<file path="src/rtl/div28_seq_pkg.sv">
// rtl/div28_seq_pkg.sv - shared types and constants for the sequential divider
package div28_seq_pkg;

  localparam int DEF_WIDTH = 27;

  // Quotient reported for a zero divisor; sliced down to the operand width.
  localparam logic [63:0] ZDIV_QUOT = '1;

  typedef enum logic [1:0] {
    S_IDLE,
    S_ITER,
    S_FIX,
    S_DONE
  } state_t;

  // One quotient bit per iteration, so WIDTH+1 iterations in total.
  function automatic int iter_count(input int width);
    return width + 1;
  endfunction

endpackage

</file>
<file path="src/rtl/div28_seq_cla.sv">
// rtl/div28_seq_cla.sv - cla28 add/subtract adder shared by the divider iterations
module cla28 #(
  parameter int WIDTH = 27
) (
  input  logic [WIDTH:0] a,
  input  logic [WIDTH:0] b,
  input  logic           sub,
  output logic [WIDTH:0] sum
);

  logic [WIDTH:0] bx;
  logic [WIDTH:0] c;

  // Subtraction is a + ~b + 1; the carry out of the top bit is dropped.
  always_comb begin
    bx   = b ^ {(WIDTH+1){sub}};
    c    = '0;
    c[0] = sub;
    for (int i = 0; i < WIDTH; i++) begin
      c[i+1] = (a[i] & bx[i]) | ((a[i] ^ bx[i]) & c[i]);
    end
    sum = a ^ bx ^ c;
  end

endmodule

</file>
<file path="src/rtl/div28_seq.sv">
// rtl/div28_seq.sv - sequential unsigned non-restoring divider, one quotient bit per clock
module div28_seq
  import div28_seq_pkg::*;
#(
  parameter int WIDTH = DEF_WIDTH
) (
  input  logic           clk,
  input  logic           rst_n,
  input  logic           start,
  input  logic [WIDTH:0] dividend,
  input  logic [WIDTH:0] divisor,
  output logic           busy,
  output logic           done,
  output logic [WIDTH:0] quotient,
  output logic [WIDTH:0] remainder,
  output logic           div_by_zero
);

  localparam int CNT_W = $clog2(iter_count(WIDTH));
  localparam logic [CNT_W-1:0] CNT_LOAD = CNT_W'(iter_count(WIDTH) - 1);

  state_t         state_q, state_d;
  logic [WIDTH:0] q_q, q_d;
  logic [WIDTH:0] d_q, d_d;
  logic [WIDTH+1:0] r_q, r_d;
  logic [CNT_W-1:0] cnt_q, cnt_d;
  logic           zero_q, zero_d;
  logic           busy_q, busy_d;
  logic           done_q, done_d;
  logic [WIDTH:0] quot_q, quot_d;
  logic [WIDTH:0] rem_q, rem_d;
  logic           dbz_q, dbz_d;

  logic [WIDTH+1:0] add_a;
  logic [WIDTH+1:0] add_b;
  logic [WIDTH+1:0] add_sum;
  logic             add_sub;

  // R may wrap during the shift; the true result stays in [-D, D) so modulo arithmetic is exact.
  always_comb begin
    add_b = {1'b0, d_q};
    if (state_q == S_FIX) begin
      add_a   = r_q;
      add_sub = 1'b0;
    end else begin
      add_a   = {r_q[WIDTH:0], q_q[WIDTH]};
      add_sub = ~r_q[WIDTH+1];
    end
  end

  cla28 #(
    .WIDTH(WIDTH + 1)
  ) u_add (
    .a   (add_a),
    .b   (add_b),
    .sub (add_sub),
    .sum (add_sum)
  );

  always_comb begin
    state_d = state_q;
    q_d     = q_q;
    d_d     = d_q;
    r_d     = r_q;
    cnt_d   = cnt_q;
    zero_d  = zero_q;
    busy_d  = busy_q;
    done_d  = 1'b0;
    quot_d  = quot_q;
    rem_d   = rem_q;
    dbz_d   = dbz_q;
    case (state_q)
      S_IDLE: begin
        // The done cycle is IDLE too, but a request there waits one more cycle.
        if (start && !done_q) begin
          q_d     = dividend;
          d_d     = divisor;
          r_d     = '0;
          cnt_d   = CNT_LOAD;
          busy_d  = 1'b1;
          zero_d  = (divisor == '0);
          state_d = (divisor == '0) ? S_DONE : S_ITER;
        end
      end
      S_ITER: begin
        r_d   = add_sum;
        q_d   = {q_q[WIDTH-1:0], ~add_sum[WIDTH+1]};
        cnt_d = cnt_q - CNT_W'(1);
        if (cnt_q == '0) begin
          state_d = S_FIX;
        end
      end
      S_FIX: begin
        if (r_q[WIDTH+1]) begin
          r_d = add_sum;
        end
        state_d = S_DONE;
      end
      S_DONE: begin
        // With a zero divisor Q still holds the untouched dividend.
        quot_d  = zero_q ? ZDIV_QUOT[WIDTH:0] : q_q;
        rem_d   = zero_q ? q_q : r_q[WIDTH:0];
        dbz_d   = zero_q;
        done_d  = 1'b1;
        busy_d  = 1'b0;
        state_d = S_IDLE;
      end
      default: state_d = S_IDLE;
    endcase
  end

  always_ff @(posedge clk or negedge rst_n) begin
    if (!rst_n) begin
      state_q <= S_IDLE;
      q_q     <= '0;
      d_q     <= '0;
      r_q     <= '0;
      cnt_q   <= '0;
      zero_q  <= 1'b0;
      busy_q  <= 1'b0;
      done_q  <= 1'b0;
      quot_q  <= '0;
      rem_q   <= '0;
      dbz_q   <= 1'b0;
    end else begin
      state_q <= state_d;
      q_q     <= q_d;
      d_q     <= d_d;
      r_q     <= r_d;
      cnt_q   <= cnt_d;
      zero_q  <= zero_d;
      busy_q  <= busy_d;
      done_q  <= done_d;
      quot_q  <= quot_d;
      rem_q   <= rem_d;
      dbz_q   <= dbz_d;
    end
  end

  assign busy        = busy_q;
  assign done        = done_q;
  assign quotient    = quot_q;
  assign remainder   = rem_q;
  assign div_by_zero = dbz_q;

endmodule

</file>
<file path="config.mk">
export PLATFORM = sky130hd
export DESIGN_NAME = div28_seq
export DESIGN_NICKNAME = d
export VERILOG_FILES = /design/src/rtl/div28_seq_pkg.sv /design/src/rtl/div28_seq_cla.sv /design/src/rtl/div28_seq.sv
export SDC_FILE = /design/constraint.sdc
export NUM_CORES = 1
export LEC_CHECK = 0
export ABC_CLOCK_PERIOD_IN_PS = 13800
export CAP_MARGIN = 0
export CORE_MARGIN = 4
export CORE_UTILIZATION = 50
export CTS_BUF_LIST = sky130_fd_sc_hd__clkbuf_4 sky130_fd_sc_hd__clkbuf_8
export CTS_CLUSTER_SIZE = 10
export DETAILED_ROUTE_END_ITERATION = 10
export HOLD_SLACK_MARGIN = 0.08
export PLACE_DENSITY = 0.77
export SYNTH_ARGS = -nofsm -noshare
export SYNTH_HDL_FRONTEND = slang
export SYNTH_SLANG_ARGS = --single-unit
</file>
<file path="constraint.sdc">
create_clock -name clk -period 13.8 [get_ports clk]
set_input_delay 2.76 -clock clk [delete_from_list [all_inputs] [get_ports clk]]
set_output_delay 2.76 -clock clk [all_outputs]
set_load 0.005 [all_outputs]
</file>
; ---- Word-level counts from Yosys, hierarchy flattened
; Index checks and enable logic that the tools add are counted.
[word_totals]
register_bits = 152
in_bits = 59
wordCells = 168
output_inout_bits = 59
[classes]
bitwise_logic = 117
n_reduce_logical = 14
n_mux = 18
addsub = 1
eq_ne = 6
[op_table]
columns = operator, n
row1 = two-way mux 29 bit, 3
row2 = one-hot mux 29 bit (3 select lines), 1
row3 = two-way mux 28 bit, 3
row4 = XOR 29 bit, 2
row5 = bitwise AND 1 bit, 56
row6 = one-hot mux 28 bit (2 select lines), 1
row7 = XOR 28 x 29 -> 29 bit, 1
row8 = zero test 28 bit, 1
row9 = OR 1 bit, 28
row10 = XOR 1 bit, 28
row11 = one-hot mux 5 bit (2 select lines), 1
row12 = AND reduction 2 bit, 5
row13 = one-hot mux 2 bit (4 select lines), 1
row14 = two-way mux 2 bit, 3
row15 = != test 2 bit (second input constant), 3
row16 = zero test 5 bit, 1
row17 = two-way mux 5 bit, 1
row18 = subtractor 5 x 1 -> 5 bit (second input constant), 1
row19 = equality test 2 bit (second input constant), 2
row20 = nonzero test 2 bit, 2
row21 = two-way mux 1 bit, 3
row22 = AND reduction 3 bit, 1
row23 = nonzero test 3 bit, 1
row24 = equality test 2 x 1 -> 1 bit (second input constant), 1
row25 = 5 further kinds, 6

; ---- Depth between registers and ports, before layout
[logic_depth]
depth_word = 63
ltp_mapped = 37
mapped_depth_nobuf = 35

; ---- Cells and area by module
; From an unflattened synthesis, not the netlist that was laid out.
[unflattened]
cells_unflattened = 776
hier_area_um2 = 7898.8
[by_module_without_submodules]
columns = module, area_per_inst_um2, cells_per_inst, n_inst
row1 = div28_seq, 6822.8, 660, 1
row2 = cla28, 1076.0, 116, 1

; ---- Worst setup path before layout
; Ideal clock, no wire load.
[synth_path]
path_kind = register to register
start = register state_q[0]
end = register r_q[28]
t_arrival_ns = 14.322
slack_ns = -0.644
stages_incl_launch_ff = 38
period_less_slack_ns = 14.444
path_cell_list = dfrtp_1 > inv_1 > ha_1 > buf_2 > nor2_2 > buf_4 > xnor2_1 > fa_1 > fa_1 > fa_1 > fa_1 > fa_1 > fa_1 > fa_1 > fa_1 > fa_1 > fa_1 > fa_1 > [... 2 more ...] > fa_1 > fa_1 > fa_1 > fa_1 > fa_1 > fa_1 > fa_1 > fa_1 > fa_1 > fa_1 > fa_1 > fa_1 > fa_1 > fa_1 > xnor2_1 > xnor2_1 > nor2_1 > a32o_1
[synth_via]
elab_chain_len = 63
[synth_lines]
columns = item, line_no
row1 = from (decl), div28_seq.sv:22  ; state_t state_q, state_d;
row2 = from (signal assigned), div28_seq.sv:126  ; state_q <= state_d;
row3 = equality test 2 bit, "div28_seq.sv:42, div28_seq.sv:72"
row4 = two-way mux 1 bit, div28_seq.sv:42  ; if (state_q == S_FIX) begin
row5 = XOR 28 x 29 -> 29 bit, div28_seq_cla.sv:16  ; bx = b ^ {(WIDTH+1){sub}};
row6 = XOR 1 bit, div28_seq_cla.sv:20  ; c[i+1] = (a[i] & bx[i]) | ((a[i] ^ bx[i]) & c[i]);
row7 = bitwise AND 1 bit, div28_seq_cla.sv:20
row8 = OR 1 bit, div28_seq_cla.sv:20
row9 = bitwise AND 1 bit, div28_seq_cla.sv:20
row10 = OR 1 bit, div28_seq_cla.sv:20
row11 = [... 47 more ...], n/a
row12 = OR 1 bit, div28_seq_cla.sv:20
row13 = bitwise AND 1 bit, div28_seq_cla.sv:20
row14 = OR 1 bit, div28_seq_cla.sv:20
row15 = bitwise AND 1 bit, div28_seq_cla.sv:20
row16 = OR 1 bit, div28_seq_cla.sv:20
row17 = XOR 29 bit, div28_seq_cla.sv:22  ; sum = a ^ bx ^ c;
row18 = two-way mux 29 bit, div28_seq.sv:94  ; if (r_q[WIDTH+1]) begin
row19 = one-hot mux 29 bit (3 select lines), div28_seq.sv:72  ; case (state_q)
row20 = to (signal assigned), div28_seq.sv:129  ; r_q <= r_d;
row21 = to (decl), div28_seq.sv:25  ; logic [WIDTH+1:0] r_q, r_d;
; Several ways; a longest one is shown, not always the timed one. The select of a mux whose other input is x is not followed.
; A chain may end at the register's enable or synchronous reset.

; ---- Worst setup path in the final report
; Same ends and word-level chain as after synthesis.

==> flow_metrics.py <==
metrics = {
    "sta": {
        "fin_crit_ns": 13.49,
        "period_share_pct": 97.7,
        "timing.fmax_ghz": 0.0741,
        "finalMaxSlewViolations": 0,
        "report.final.setup_viol": 0,
        "relSlewSlack_pct": 21.5,
        "worst_slew_pin_slew_ns": 1.18,
        "hold_violations": 0,
        "skew_ns": 0.0131,
    },
    "route": {
        "via_per_inst": 5.41,
        "wl_per_cell_um": 17.0,
        "drtIter0Drc": 461,
        "vias": 5490,
        "drc": 0,
        "antenna_left": 0,
        "routed_wl_um": 17200,
        "dr.pass1.iters": 5,
    },
    "synth": {
        "ys.warnings.count": 0,
        "synth_top_cell_area_share_pct": 50.1,
        "synthTopCellsByCount": "152 x dfrtp_1, 117 x nand2_1, 90 x nor2_1",
        "syn-num-nets": 812,
        "yosysSeqAreaShare_pct": 50.1,
        "syn_inst": 719,
        "yosys.cell_count.top_type": "dfrtp_1",
        "yosys.area.top_type": "dfrtp_1",
        "synthArstFlopShare_pct": 100,
        "avgSynthCellArea_um2": 10.6,
        "ys.flop_type": "dfrtp_1",
        "synth_area_mm2": 0.00759,
        "ys_ff_latch": 152,
        "synthTopCellsByArea": "dfrtp_1 50%, mux2i_1 11%, fa_1 7.1%, nand2_1 5.8%, nor2_1 4.5%",
        "ys_types": 36,
        "synth_edf_count": 0,
    },
    "power_and_ir_drop": {
        "power.switching_mw": 0.889,
        "leakage_nw": 3.86,
        "cellPowerDensity_mw_per_mm2": 243,
        "ir_worst_vdd_mv": 0.119,
        "p_seq_share_pct": 35.1,
        "p_comb_share_pct": 48.2,
        "p_int_mw": 1.39,
        "clkPwrFrac_pct": 16.7,
        "switching_share_pct": 39.0,
    },
    "final_layout": {
        "layout-drive-gt1-share_pct": 8.67,
        "final_util_pct": 63.8,
        "num_antenna_cells": 0,
        "seqCellArea_mm2": 0.00380,
        "nets": 911,
        "area_delta_synth_final_pct": 23.5,
        "fin_area_mm2": 0.00937,
        "n_fill_cell": 1169,
        "multi_input_area_mm2": 0.00360,
    },
    "die": {
        "num_io_pins": 118,
        "die_h_um": 131,
        "dieArea_mm2": 0.0172,
        "dieWidth_um": 131,
        "start_util_pct": 51.6,
        "design.core.area_mm2": 0.0147,
        "rows": 44,
    },
    "setup_path": {
        "critPathMaxFanout": 7,
        "start_kind": "flop",
        "rrSetupSlack_ns": 0.31,
        "slowest_stage": "fa_1",
        "crit_top_cell": "fa_2",
        "cp.required_ns": 14.15,
        "max_stage_delay_ns": 0.48,
        "worstReg2RegEnd": "r_q[28]",
        "path_class": "reg -> reg",
        "reg2reg_depth": 35,
        "end_kind": "flop",
        "worstPathArrival_ns": 13.84,
        "reg2reg_from": "state_q[0]",
    },
    "clock_tree": {
        "cts_buffer_depth": 2,
        "cts-htree-levels": 4,
        "postCtsHoldBufs": 0,
        "clock_sinks": 152,
        "clk_pin_slew_ns": 0.08,
        "cts_tree": "done",
        "cts_buffers": 17,
        "clock_latency_ns": 0.47,
        "root_buffer": "clkbuf_8",
    },
    "place": {
        "hpwl_um": 12300,
        "dpl_cell_area_mm2": 0.00889,
        "place_congestion": 0.825,
        "portBuffers": 117,
    },
    "hold_path": {
        "worstHoldPathType": "reg -> reg",
        "hold_path_depth": 2,
        "worstHoldStart": "d_q[7]",
        "hold-path-endpoint": "d_q[7]",
    },
    "grt": {
        "grt_first_pass_wirelength_um": 28000,
        "antenna_found_initial": 0,
        "gr-total-overflow": 0,
        "grt_pass1_vias": 5375,
        "grt.total_usage_pct": 20.0,
        "grt_max_degree": 116,
    },
    "outcome": {
        "status": "complete, no violations",
    },
    "job": {
        "max_cap_viol_count": 0,
    },
}
==> worst max-delay path, delay by kind of cell, from the launching register on <==
family / cells / cell delay [ns]
compound gates: 1 / 0.26
xor+xnor: 3 / 0.53
buf+inv: 1 / 0.12
fa+ha+maj: 28 / 11.95
simple gates: 2 / 0.12
flops: 1 / 0.40
==> how the worst max path moves through the flow <==
stage               to       start  slack [ns]  cells after the start
6_report       r_q[28]  state_q[0]        0.31                     35
5_1_grt        r_q[28]  state_q[0]       -0.03                     35
4_1_cts        r_q[28]  state_q[0]        0.06                     35
3_5_place_dp   r_q[28]  state_q[0]       -0.05                     35
3_3_place_gp   r_q[28]  state_q[0]        0.13                     35
2_1_floorplan  r_q[28]  state_q[0]        0.03                     37
==> metal layers <==
layer  GRT usage [%]  share of wire, %  vias to the layer above
met5               0                 0                        -
met4            6.59               1.9                        0
met3            4.85               4.6                       25
met1            29.1                48                     2672
met2            29.9                46                      159
li1                -                 -                     2634
==> kinds of logic (layout without fill, tap and decap cells) <==
logic type | Yosys count | in the layout | synth area share (%)
compound gates | 130 | 130 | 10.5
xor+xnor | 33 | 33 | 3.81
fa+ha+maj | 34 | 34 | 8.28
buf+inv | 55 | 166 | 3.51
flops | 152 | 152 | 50.1
mux | 88 | 88 | 11.6
simple gates | 227 | 227 | 12.2
==> what timing repair did <==
action	in CTS	in global routing
gates resized for setup	3	4
setup endpoints to repair	2	2
pin swaps	0	1
setup buffers	0	1
==> cells in the final DEF (no fill, tap or decap), types with 4 or more instances in the layout <==
| cell type | netlist | routed |
|---|---|---|
| nor2_1 | 90 | 89 |
| bufinv_16 | 0 | 4 |
| inv_1 | 7 | 7 |
| dfrtp_1 | 152 | 151 |
| clkbuf_8 | 0 | 21 |
| o21ai_0 | 35 | 35 |
| clkdlybuf4s50_1 | 0 | 116 |
| o2bb2ai_1 | 28 | 28 |
| xor2_1 | 4 | 4 |
| nor4_1 | 7 | 7 |
| ha_1 | 7 | 4 |
| nand2_1 | 117 | 117 |
| xnor2_1 | 29 | 28 |
| a21oi_1 | 59 | 59 |
| buf_4 | 8 | 11 |
| mux2i_1 | 86 | 86 |
| fa_2 | 0 | 15 |
| fa_1 | 27 | 12 |
==> cell type report <==
type                            count  share of cell area [%]
Sequential cell                   152                    40.6
Multi-Input combinational cell    512                    38.5
Timing Repair Buffer              128                    13.4
Clock buffer                       24                    3.32
Tap cell                          184                    2.46
Clock inverter                      7                    1.50
Inverter                            7                   0.280
==> power by group through the flow <==
stage	Clock, mW	Sequential [mW]	Combinational [mW]
4_1_cts	0.388	0.799	1.10
5_1_grt	0.405	0.825	1.23
6_report	0.382	0.801	1.10
3_5_place_dp	0	0.807	1.09
2_1_floorplan	0	0.767	0.723
3_3_place_gp	0	0.797	1.03
==> stage by stage <==
stage | hold slack [ns] | setup WS, ns | std cells | total power [mW] | TNS (ns)
floorplan | 0.467 | 0.0259 | 719 | 1.49 | 0
global placement | 0.485 | 0.129 | 982 | 1.83 | 0
detailed placement | 0.487 | -0.0475 | 982 | 1.90 | -0.0475
CTS | 0.507 | 0.0570 | 1013 | 2.29 | 0
global route | 0.526 | -0.0324 | 1014 | 2.46 | -0.0454
finish | 0.504 | 0.313 | 1014 | 2.28 | 0
==> flip-flops by register name, indices dropped and copies added, names as in the netlist <==
signal,cells
quotient,28
remainder,28
d_q,28
div_by_zero,1
r_q,29
state_q,2
cnt_q,5
zero_q,1
done,1
busy,1
q_q,28
Power figures use the tool's default switching activity.
